--- config.mk ---
export PLATFORM = sky130hd
export DESIGN_NAME = debounce_4ch
export DESIGN_NICKNAME = d
export VERILOG_FILES = /design/src/rtl/debounce_pkg.sv /design/src/rtl/debounce_ch.sv /design/src/rtl/debounce_4ch.sv
export SDC_FILE = /design/constraint.sdc
export NUM_CORES = 1
export LEC_CHECK = 0
export CAP_MARGIN = 0
export CORE_MARGIN = 2
export CORE_UTILIZATION = 35
export DETAILED_ROUTE_END_ITERATION = 16
export RECOVER_POWER = 25
export SLEW_MARGIN = 20
export SYNTH_ARGS = -nofsm -noshare
export SYNTH_HDL_FRONTEND = slang
export SYNTH_SLANG_ARGS = --single-unit
--- constraint.sdc ---
create_clock -name clk -period 3.2 [get_ports clk]
set_input_delay 0.96 -clock clk [delete_from_list [all_inputs] [get_ports clk]]
set_output_delay 0.96 -clock clk [all_outputs]
set_load 0.005 [all_outputs]
--- src/rtl/debounce_pkg.sv ---
// debounce_pkg
//   Shared definitions for the four-channel push-button debouncer:
//   channel FSM state encoding, default timing constants, channel count
//   and a small population-count helper used by the top-level decode.
package debounce_pkg;

  localparam int DEBOUNCE_CYCLES_DEF = 50000;
  localparam int CNT_W_DEF           = 16;
  localparam int NUM_CH              = 4;

  typedef enum logic [1:0] {
    RELEASED    = 2'd0,
    PRESS_CNT   = 2'd1,
    PRESSED     = 2'd2,
    RELEASE_CNT = 2'd3
  } ch_state_e;

  // Number of set bits in a channel vector (0..NUM_CH).
  function automatic logic [2:0] count_set(input logic [NUM_CH-1:0] v);
    logic [2:0] n;
    n = '0;
    for (int i = 0; i < NUM_CH; i++) begin
      n = n + 3'(v[i]);
    end
    return n;
  endfunction

endpackage

--- src/rtl/debounce_ch.sv ---
// debounce_ch
//   One debounced button channel: 2-FF synchroniser followed by a
//   press/release FSM with a terminal-count compare on an up-counter.
//
//   state       | meaning
//   ------------+------------------------------------------------------
//   RELEASED    | stable released, level = 0
//   PRESS_CNT   | sync went high, counting stable-high samples, level = 0
//   PRESSED     | stable pressed, level = 1
//   RELEASE_CNT | sync went low, counting stable-low samples, level = 1
//
// Ports
//   clk         system clock, rising edge
//   rst         asynchronous active-high reset
//   raw         raw button line, asynchronous to clk
//   level       registered debounced level (1 = pressed)
//   press_pulse one-cycle pulse when a press is accepted
module debounce_ch
  import debounce_pkg::*;
#(
  parameter int DEBOUNCE_CYCLES = DEBOUNCE_CYCLES_DEF,
  parameter int CNT_W           = CNT_W_DEF
) (
  input  logic clk,
  input  logic rst,
  input  logic raw,
  output logic level,
  output logic press_pulse
);

  localparam logic [CNT_W-1:0] CNT_LAST = CNT_W'(DEBOUNCE_CYCLES - 1);

  logic             sync_meta_q;
  logic             sync_q;
  ch_state_e        state_q;
  logic [CNT_W-1:0] cnt_q;
  logic             level_q;
  logic             pulse_q;

  always_ff @(posedge clk or posedge rst) begin
    if (rst) begin
      sync_meta_q <= 1'b0;
      sync_q      <= 1'b0;
    end else begin
      sync_meta_q <= raw;
      sync_q      <= sync_meta_q;
    end
  end

  // The counter is cleared on every state entry, so it can never run past
  // CNT_LAST and needs no wrap protection.
  always_ff @(posedge clk or posedge rst) begin
    if (rst) begin
      state_q <= RELEASED;
      cnt_q   <= '0;
      level_q <= 1'b0;
      pulse_q <= 1'b0;
    end else begin
      pulse_q <= 1'b0;
      case (state_q)
        RELEASED: begin
          if (sync_q) begin
            state_q <= PRESS_CNT;
            cnt_q   <= '0;
          end
        end
        PRESS_CNT: begin
          if (!sync_q) begin
            state_q <= RELEASED;
            cnt_q   <= '0;
          end else if (cnt_q == CNT_LAST) begin
            state_q <= PRESSED;
            cnt_q   <= '0;
            level_q <= 1'b1;
            pulse_q <= 1'b1;
          end else begin
            cnt_q <= cnt_q + 1'b1;
          end
        end
        PRESSED: begin
          if (!sync_q) begin
            state_q <= RELEASE_CNT;
            cnt_q   <= '0;
          end
        end
        RELEASE_CNT: begin
          if (sync_q) begin
            state_q <= PRESSED;
            cnt_q   <= '0;
          end else if (cnt_q == CNT_LAST) begin
            state_q <= RELEASED;
            cnt_q   <= '0;
            level_q <= 1'b0;
          end else begin
            cnt_q <= cnt_q + 1'b1;
          end
        end
        default: begin
          state_q <= RELEASED;
          cnt_q   <= '0;
          level_q <= 1'b0;
        end
      endcase
    end
  end

  assign level       = level_q;
  assign press_pulse = pulse_q;

endmodule

--- src/rtl/debounce_4ch.sv ---
// debounce_4ch
//   Four independent debounced button channels plus a registered
//   exclusivity decode for the downstream 4-to-2 encoder.
//
// Ports
//   clk         system clock, rising edge
//   rst         asynchronous active-high reset
//   btn_raw     raw button lines, asynchronous, may bounce
//   level       debounced level per channel
//   press_pulse one-cycle pulse per channel on an accepted press
//   onehot      level when exactly one channel is pressed, else 0
//   multi_press high while two or more channels are pressed
module debounce_4ch
  import debounce_pkg::*;
#(
  parameter int DEBOUNCE_CYCLES = DEBOUNCE_CYCLES_DEF,
  parameter int CNT_W           = CNT_W_DEF
) (
  input  logic              clk,
  input  logic              rst,
  input  logic [NUM_CH-1:0] btn_raw,
  output logic [NUM_CH-1:0] level,
  output logic [NUM_CH-1:0] press_pulse,
  output logic [NUM_CH-1:0] onehot,
  output logic              multi_press
);

  if ((DEBOUNCE_CYCLES < 2) || ((64'd1 << CNT_W) < 64'(DEBOUNCE_CYCLES))) begin : g_bad_param
    $error("debounce_4ch: DEBOUNCE_CYCLES must be >= 2 and <= 2**CNT_W");
  end

  logic [NUM_CH-1:0] level_w;
  logic [NUM_CH-1:0] pulse_w;
  logic [2:0]        n_set;
  logic [NUM_CH-1:0] onehot_d;
  logic [NUM_CH-1:0] onehot_q;
  logic              multi_d;
  logic              multi_q;

  for (genvar g = 0; g < NUM_CH; g++) begin : g_ch
    debounce_ch #(
      .DEBOUNCE_CYCLES(DEBOUNCE_CYCLES),
      .CNT_W          (CNT_W)
    ) u_ch (
      .clk        (clk),
      .rst        (rst),
      .raw        (btn_raw[g]),
      .level      (level_w[g]),
      .press_pulse(pulse_w[g])
    );
  end

  always_comb begin
    n_set    = count_set(level_w);
    onehot_d = (n_set == 3'd1) ? level_w : '0;
    multi_d  = (n_set >= 3'd2);
  end

  always_ff @(posedge clk or posedge rst) begin
    if (rst) begin
      onehot_q <= '0;
      multi_q  <= 1'b0;
    end else begin
      onehot_q <= onehot_d;
      multi_q  <= multi_d;
    end
  end

  assign level       = level_w;
  assign press_pulse = pulse_w;
  assign onehot      = onehot_q;
  assign multi_press = multi_q;

endmodule

# Word-level counts from Yosys, hierarchy flattened
# Index checks and enable logic that the tools add are counted.
[word_totals]
wordCells = 188
output_inout_bits = 13
inputBits = 6
ff_bits = 93
[op_classes]
n_eq_ne = 49
n_reduce_logical = 20
order_cmp = 1
n_addsub = 7
mux = 85
[ops]
columns = ["cell", "n"]
rows = [
  ["$mux W16", 20],
  ["$pmux W16 S4", 4],
  ["$add A16 B1 Y16 const B", 4],
  ["$eq A16 B16 Y1 const B", 4],
  ["$mux W2", 24],
  ["$ne A2 B1 Y1 const B", 16],
  ["$pmux W2 S4", 4],
  ["$mux W1", 28],
  ["$reduce_and A5 Y1", 4],
  ["$eq A2 B2 Y1 const B", 8],
  ["$ne A2 B2 Y1 const B", 8],
  ["$reduce_and A4 Y1", 4],
  ["$ne A3 B1 Y1 const B", 4],
  ["$ne A3 B3 Y1 const B", 4],
  ["$eq A2 B1 Y1 const B", 4],
  ["$logic_not A2 Y1", 4],
  ["$pmux W1 S2", 4],
  ["$reduce_and A2 Y1", 4],
  ["$reduce_bool A2 Y1", 4],
  ["$mux W4", 1],
  ["$add A2 B1 Y3", 1],
  ["$add A3 B1 Y3", 1],
  ["$eq A3 B1 Y1 const B", 1],
  ["$ge A3 B2 Y1 const B", 1],
  ["$add A1 B1 Y2", 1],
]

# Longest topological paths before layout
# Gate-level depths: netlist (run 1).
[logic_depth]
ltp_word = 5
depth_mapped = 8
ltp_nobuf = 8

# Cells and area by module
# From an unflattened synthesis (run 1), not the netlist that was laid out.
[unflattened]
cells_unflattened = 493
hier_area_um2 = 4979.8
[by_module_without_submodules]
columns = ["mod", "cells_per_inst", "area_per_inst_um2", "instances", "seq_area_each_um2"]
rows = [
  ["debounce_ch (g_ch[0].u_ch ...)", 118, 1194.9, 3, 550.5],
  ["debounce_ch (g_ch[3].u_ch)", 116, 1137.3, 1, 550.5],
  ["debounce_4ch", 23, 257.7, 1, 125.1],
]

# Worst setup path after synthesis (run 1)
# OpenSTA, ideal clock, no wires.
[synth_path]
path_type = "reg2reg"
startpoint = "register g_ch[0].u_ch.level_q"
endpoint = "register onehot_q[0], in the netlist onehot[0]"
path_buffers = 0
required_time_ps = 3134
arrival_ps = 1834
path_stages_with_launch = 9
synth_period_minus_slack_ps = 1900
path_slack_ps = 1300
setup_ps = 66
path_cell_list = "dfrtp_1 inv_1 fa_1 inv_1 ha_1 inv_1 ha_1 nor3b_1 and2_1"
[synth_via]
elab_chain_cells = 5
[synth_rtl]
columns = ["item", "line_no", "text"]
rows = [
  ["start, declared", "debounce_ch.sv:37", "logic level_q;"],
  ["start signal, assigned", "debounce_ch.sv:56", "level_q <= 1'b0;"],
  ["start signal, assigned", "debounce_ch.sv:74", "level_q <= 1'b1;"],
  ["start signal, assigned", "debounce_ch.sv:93", "level_q <= 1'b0;"],
  ["$add A1 B1 Y2", "debounce_pkg.sv:23", "n = n + 3'(v[i]);"],
  ["$add A2 B1 Y3", "debounce_pkg.sv:23", ""],
  ["$add A3 B1 Y3", "debounce_pkg.sv:23", ""],
  ["$eq A3 B1 Y1", "debounce_4ch.sv:55", "onehot_d = (n_set == 3'd1) ? level_w : '0;"],
  ["$mux W4 *", "debounce_4ch.sv:55", ""],
  ["named net onehot_d[0]", "debounce_4ch.sv:35", "logic [NUM_CH-1:0] onehot_d;"],
  ["end signal, assigned", "debounce_4ch.sv:64", "onehot_q <= onehot_d;"],
  ["end, declared", "debounce_4ch.sv:36", "logic [NUM_CH-1:0] onehot_q;"],
]
# Mark *: on every way through the listed nets, which the timed path passes. The rest lies on a longest branch.
# A chain may end at the register's enable or synchronous reset.

# Worst setup path after layout (run 1)
[layout_path]
startpoint = "register g_ch[2].u_ch.level_q"
endpoint = "output port level[2]"
[layout_rtl]
columns = ["item", "line_no", "text"]
rows = [
  ["start, declared", "debounce_ch.sv:37", ""],
  ["start signal, assigned", "debounce_ch.sv:56", ""],
  ["start signal, assigned", "debounce_ch.sv:74", ""],
  ["start signal, assigned", "debounce_ch.sv:93", ""],
  ["end, declared", "debounce_4ch.sv:22", "output logic [NUM_CH-1:0] level,"],
]
# No word-level cell between the ends.

==> results.ini, run 1 <==
[sta]
fin_skew_ns = 0.00424
drv_slew = 0
setup_viol = 0
rsz0062_at_grt = no
period_minus_slack_ns = 2.26
max_slew_margin = 0.149
fin_setup_tns_ns = 0
clock.fmax_ghz = 0.442
finalHoldViolCount = 0
finalCritPeriodShare = 0.707
tightestPinTransition_ns = 1.27

[die]
start_util = 0.357
design.core.area_mm2 = 0.0132
die_w_um = 120
rows = 42
fp.dieH_um = 120
die_area_mm2 = 0.0145
num_io_pins = 19

[logic_synthesis]
synth.distinct_cells = 56
synth_edf_count = 0
yosysWarnings = 0
synth-seq-cells = 93
avgSynthCellArea_um2 = 9.46
synth_top_family_by_area = simple AND/OR/NAND/NOR gates
syn_nets = 514
syn-cell-area_mm2 = 0.00473
synth_cells = 500
synth_compound_area_frac = 0.160
synthMuxAreaShare = 0.0108
async_reset_ff_frac = 1.00
synth-simple-area-share = 0.246
yosysSeqAreaShare = 0.492
synth_xor_area_frac = 0.0204
synth_ff_type = dfrtp_1
synth_fa_ha_area_frac = 0.0227

[routing]
routedWlPerCell_um = 14.1
drt_iter0_markers = 202
vias = 3645
dr.pass1.iters = 4
wl_met2_mm = 4.45
drt-met1-wl_mm = 4.72
wl_mm = 9.73
antenna_left = 0
drc = 0
dr_wl_met3_um = 331
highest_layer = met4
drt-vias-per-instance = 5.27

[clock_tree]
postCtsSetupBuffers = 0
clk_pin_slew_ns = 0.06
cts_resized = 0
cts_root_buf = clkbuf_16
cts_buffers = 9
ctsHoldBuffers = 0
h-tree-depth = 3
clk_latency_ns = 0.34
cts.path.max_buffers = 2
clock_sinks = 93
tritoncts = built

[layout]
final_net_count = 524
diodes = 0
area_growth_pct = 12.3
layout-drive-gt1-share = 0.0660
postLayoutCellArea_mm2 = 0.00531
mostFrequentLayoutCells = dfrtp_1, nand2_1, a21oi_1
mostFrequentLayoutCell = dfrtp_1
nFillCells = 1295

[grt]
grt_util_all_layers = 0.144
antenna_found_initial = 0
grt_pass1_wl_mm = 16.9
grt.overflow.total = 0
grt_max_degree = 40
grt_pass1_vias = 3536

[critical_path]
reg2reg_to = onehot[3]
cp.buffers_inverters = 1
cp_slowest_cell = clkdlybuf4s50_1
critPathTopFamily = buffers and inverters
critical_path.max_fanout = 5
worst_ep_required_time_ns = 2.24
critical_path_arrival_ns = 1.30
crit_path_end_kind = output port
path_class = flop to output port
startpoint_type = flop
crit_chain = clkdlybuf4s50_1
ff2ff_path_depth = 8
critPathMaxStageDelay_ns = 0.54
r2r_slack_ns = 1.11
r2r-start = g_ch[0].u_ch.level
worstSetupPathDepth = 1

[min_path]
min-delay-start = g_ch[3].u_ch.sync_meta_q
worstHoldPathType = flop to flop
whs_path_depth = 0
hold_end = g_ch[3].u_ch.sync_q

[placement]
gp_congestion = 0.825
port_buffers = 18
dpl_cell_area_mm2 = 0.00504
dp_hpwl_mm = 6.69

[power]
power_density_mw_per_mm2 = 465
p_leak_nw = 2.25
ir_drop_mv = 0.188

[job]
drv_cap = 0

[outcome]
outcome = complete, no violations

-- logic make-up after synthesis --
kind of cell    Yosys count
simple gates            210
fa+ha+maj                 8
buf+inv                  46
compound gates          127
mux                       5
flops                    93
xor+xnor                 11
-- routing by layer --
metal	vias to the layer above	track usage
met3	12	0.0250
li1	1832	-
met1	1748	0.194
met4	0	0.0734
met5	-	0
met2	53	0.223
-- flip-flops by register name, summed over array words and instances (netlist names), named ones only --
name / cells
g_ch.u_ch.cnt_q: 64
g_ch.u_ch.level: 4
g_ch.u_ch.press_pulse: 4
g_ch.u_ch.state_q: 4
g_ch.u_ch.sync_meta_q: 4
g_ch.u_ch.sync_q: 4
onehot: 4
multi_press: 1
-- cell type report --
class / instances / area [µm²] / area share
flip-flops and latches: 93 / 2330 / 0.438
multi-input cells: 361 / 2170 / 0.409
well taps: 176 / 220 / 0.0415
clock inverters: 3 / 21.3 / 0.00400
clock buffers: 13 / 250 / 0.0471
repair buffers: 21 / 228 / 0.0429
inverters: 24 / 91.3 / 0.0172
-- cell usage after synthesis (3+ instances only) --
master	number	share of area
a21oi_1	33	0.035
a22o_1	5	0.0093
a31oi_1	31	0.041
a41oi_1	3	0.0056
and2_1	6	0.0079
and3_1	17	0.022
and4_1	3	0.0056
buf_2	3	0.0032
buf_4	8	0.013
buf_6	3	0.0071
clkbuf_1	8	0.0063
dfrtp_1	93	0.49
ha_1	7	0.019
inv_1	24	0.019
mux2i_1	4	0.0085
nand2_1	62	0.049
nand2b_1	3	0.0040
nand3_1	31	0.033
nand4_1	7	0.0093
nand4b_1	3	0.0056
nand4bb_1	3	0.0071
nor2_1	23	0.018
nor3_1	5	0.0053
nor4_1	4	0.0053
nor4b_1	3	0.0056
o21ai_0	32	0.034
o21ai_1	6	0.0063
or2_1	3	0.0040
or2_2	5	0.0066
or3_1	18	0.024
or4b_4	3	0.0087
xnor2_1	4	0.0074
xor2_1	7	0.013
-- worst max-delay path by stage --
| stage | start | to | slack (ns) |
|---|---|---|---|
| 2_1_floorplan | rst | async pin | 1.15 |
| 6_report | g_ch[2].u_ch.level | level[2] | 0.94 |
| 5_1_grt | g_ch[2].u_ch.level | level[2] | 0.87 |
| 4_1_cts | g_ch[2].u_ch.level | level[2] | 0.92 |
| 3_3_place_gp | g_ch[0].u_ch.level | onehot[1] | 1.12 |
| 3_5_place_dp | g_ch[0].u_ch.level | onehot[2] | 1.08 |
-- where the power goes --
part           internal [W]  switching (W)  total (W)
clock              0.000549       0.000449   0.000998
sequential          0.00121      0.0000492    0.00126
combinational     0.0000666       0.000140   0.000206
-- stage by stage --
stage                     setup slack (ns)  hold slack (ns)  power [W]  utilization  instances
after global placement                1.12            0.332    0.00149        0.381        675
after detailed placement              1.08            0.340    0.00150        0.381        675
after global routing                 0.867            0.372    0.00259        0.401        691
final                                0.937            0.351    0.00247        0.401        691
after floorplan                       1.15            0.331    0.00144            -        500
after CTS                            0.921            0.357    0.00251        0.401        691
No activity file was read; power rests on OpenSTA's default activity.
==> inputs of run 2 (changes only) <==
clock period = 2.25 ns   (was 3.2 ns; I/O delays follow)
==> results.ini, run 2 (synthesis gave the netlist of run 1 again) <==
[clock_tree]
cts_root_buf = clkbuf_16
clk_latency_ns = 0.33  ; about the same
h-tree-depth = 3  ; unchanged
clk_pin_slew_ns = 0.07  ; about the same
clock_sinks = 93  ; unchanged
postCtsSetupBuffers = 0  ; unchanged
cts_buffers = 9  ; unchanged
cts.path.max_buffers = 2  ; unchanged
tritoncts = built

[power]
internal-power_w = 0.00286  ; +56%
power_density_mw_per_mm2 = 697  ; +50%
p_sw_frac = 0.241  ; -0.0179
power.total_w = 0.00377  ; +53%
seq_power_share = 0.478  ; -0.034
combPwrFrac = 0.078  ; -0.006
p_sw_w = 0.000906  ; +42%
power.share.clock = 0.444  ; +0.040
p_leak_nw = 2.30  ; +2.5%
ir_drop_mv = 0.460  ; +140%

[grt]
grt_pass1_wl_mm = 16.8  ; -0.28%
grt_util_all_layers = 0.142  ; -0.00204
antenna_found_initial = 0  ; unchanged
grt_pass1_vias = 3509  ; -0.76%
grt_max_degree = 94  ; +140%
grt.overflow.total = 0  ; unchanged

[routing]
antenna_left = 0  ; unchanged
drt_iter0_markers = 220  ; +8.9%
drc = 0  ; unchanged
drt-vias-per-instance = 5.30  ; +0.50%
wl_mm = 9.67  ; -0.64%
routedWlPerCell_um = 13.9  ; -1.5%
dr.pass1.iters = 4  ; unchanged
vias = 3695  ; +1.4%

[die]
fp.dieH_um = 120  ; unchanged
start_util = 0.357  ; unchanged
die_w_um = 120  ; unchanged
num_io_pins = 19  ; unchanged
die_area_mm2 = 0.0145  ; unchanged
design.core.area_mm2 = 0.0132  ; unchanged
rows = 42  ; unchanged

[min_path]
worstHoldPathType = flop to flop
min-delay-start = g_ch[0].u_ch.sync_meta_q
whs_path_depth = 0  ; unchanged

[critical_path]
critPathMaxStageDelay_ns = 0.50  ; -0.04 ns
critical_path.max_fanout = 4  ; -1
r2r-start = g_ch[1].u_ch.level
r2r_slack_ns = 0.19  ; -0.92 ns
worst_ep_required_time_ns = 2.52  ; +0.28 ns
cp.buffers_inverters = 3  ; +2
startpoint_type = flop
critical_path_arrival_ns = 2.33  ; +1.03 ns
path_class = flop to flop
crit_top_cell = inv_1
reg2reg_to = onehot[1]
endpoint = onehot[1]
crit_chain = inv_1 > fa_1 > inv_1 > ha_1 > inv_1 > ha_1 > nor3b_1 > and2_1
worstSetupPathDepth = 8  ; +7
critPathTopFamily = adder cells
cp_slowest_cell = fa_1
crit_path_end_kind = flop
setup.worst_path.start = g_ch[1].u_ch.level
ff2ff_path_depth = 8  ; unchanged

[sta]
tightestPinTransition_ns = 1.24  ; -0.0344 ns
period_minus_slack_ns = 2.06
rsz0062_at_grt = no
finalHoldViolCount = 0  ; unchanged
fin_ws_ns = 0.193  ; -0.744 ns
drv_slew = 0  ; unchanged
fin_skew_ns = 0.00936  ; +0.00513 ns
clock.fmax_ghz = 0.486
finalCritPeriodShare = 0.914
setup_viol = 0  ; unchanged
hold_ws_ns = 0.348  ; -0.00307 ns
max_slew_margin = 0.177  ; +0.0276
fin_setup_tns_ns = 0  ; unchanged

[layout]
nFillCells = 1275  ; -1.5%
diodes = 0  ; unchanged
largest_reg_flops = 64  ; unchanged
mostFrequentLayoutCells = dfrtp_1, nand2_1, a21oi_1
layout-drive-gt1-share = 0.0845  ; +0.0184
postLayoutCellArea_mm2 = 0.00541  ; +1.8%
mostFrequentLayoutCell = dfrtp_1
final_net_count = 530  ; +1.1%
area_growth_pct = 14.3
regMostFlops = g_ch.u_ch.cnt_q

[job]
drv_cap = 0  ; unchanged

[placement]
gp_congestion = 0.835  ; +1.3%
port_buffers = 18  ; unchanged
place_ws_ns = 0.160  ; -0.918 ns
dp_hpwl_mm = 6.54  ; -2.2%
dpl_cell_area_mm2 = 0.00508  ; +0.64%

[outcome]
outcome = complete, no violations

## run 2: changes by cell type in the layout (fill, tap and decap cells not counted), sizes merged
| cell | change |
|---|---|
| inv | +1 |
| buf | +5 |
| clkinv | -1 |
| clkdlybuf4s50 | +1 |
| clkbuf | -1 |
| dlygate4sd3 | -1 |
| bufinv | +2 |
## run 2: worst min-delay path by stage
stage | endpoint | slack (ns)
2_1_floorplan | g_ch[0].u_ch.sync_q | 0.33
3_3_place_gp | g_ch[0].u_ch.sync_q | 0.34
3_5_place_dp | g_ch[3].u_ch.sync_q | 0.33
4_1_cts | g_ch[3].u_ch.sync_q | 0.35
5_1_grt | g_ch[0].u_ch.sync_q | 0.37
6_report | g_ch[0].u_ch.sync_q | 0.35
## run 2: final cells by class
class / instances / area (µm²) / share of cell area
multi-input combinational: 361 / 2180 / 0.404
inverter: 24 / 93.8 / 0.0174
sequential: 93 / 2330 / 0.430
clock inverter: 5 / 81.3 / 0.0150
timing repair buffer: 27 / 248 / 0.0458
tap: 176 / 220 / 0.0407
clock buffer: 11 / 253 / 0.0467
## run 2: repair_timing
| item | in CTS | in global routing |
|---|---|---|
| hold buffers | 0 | 0 |
| setup endpoints to repair | 0 | 1 |
| resized for setup | 0 | 1 |
## run 2: routing by layer
| metal | track usage | part of all wire |
|---|---|---|
| met5 | 0 | 0 |
| met4 | 0.0356 | 0.0099 |
| met3 | 0.0335 | 0.034 |
| met2 | 0.230 | 0.47 |
| met1 | 0.193 | 0.49 |
## run 2: per-stage QoR
stage / instances / utilization
6_report: 697 / 0.408
5_1_grt: 697 / 0.408
4_1_cts: 697 / 0.409
3_5_place_dp: 681 / 0.383
3_3_place_gp: 681 / 0.383
2_1_floorplan: 500 / -
## run 2: power groups by stage
| stage | logic, W | registers (W) | clock network, W |
|---|---|---|---|
| 2_1_floorplan | 0.000230 | 0.00181 | 0 |
| 3_3_place_gp | 0.000297 | 0.00183 | 0 |
| 3_5_place_dp | 0.000303 | 0.00183 | 0 |
| 4_1_cts | 0.000305 | 0.00180 | 0.00173 |
| 5_1_grt | 0.000344 | 0.00181 | 0.00180 |
| 6_report | 0.000295 | 0.00180 | 0.00167 |
## run 2: worst reg2reg max path: cells and delay by family (launching register included)
family,cells,cell delay [ns]
adder cells (fa/ha/maj),3,0.91
flip-flops,1,0.38
AND/OR/NAND/NOR,2,0.52
buffers and inverters,3,0.18
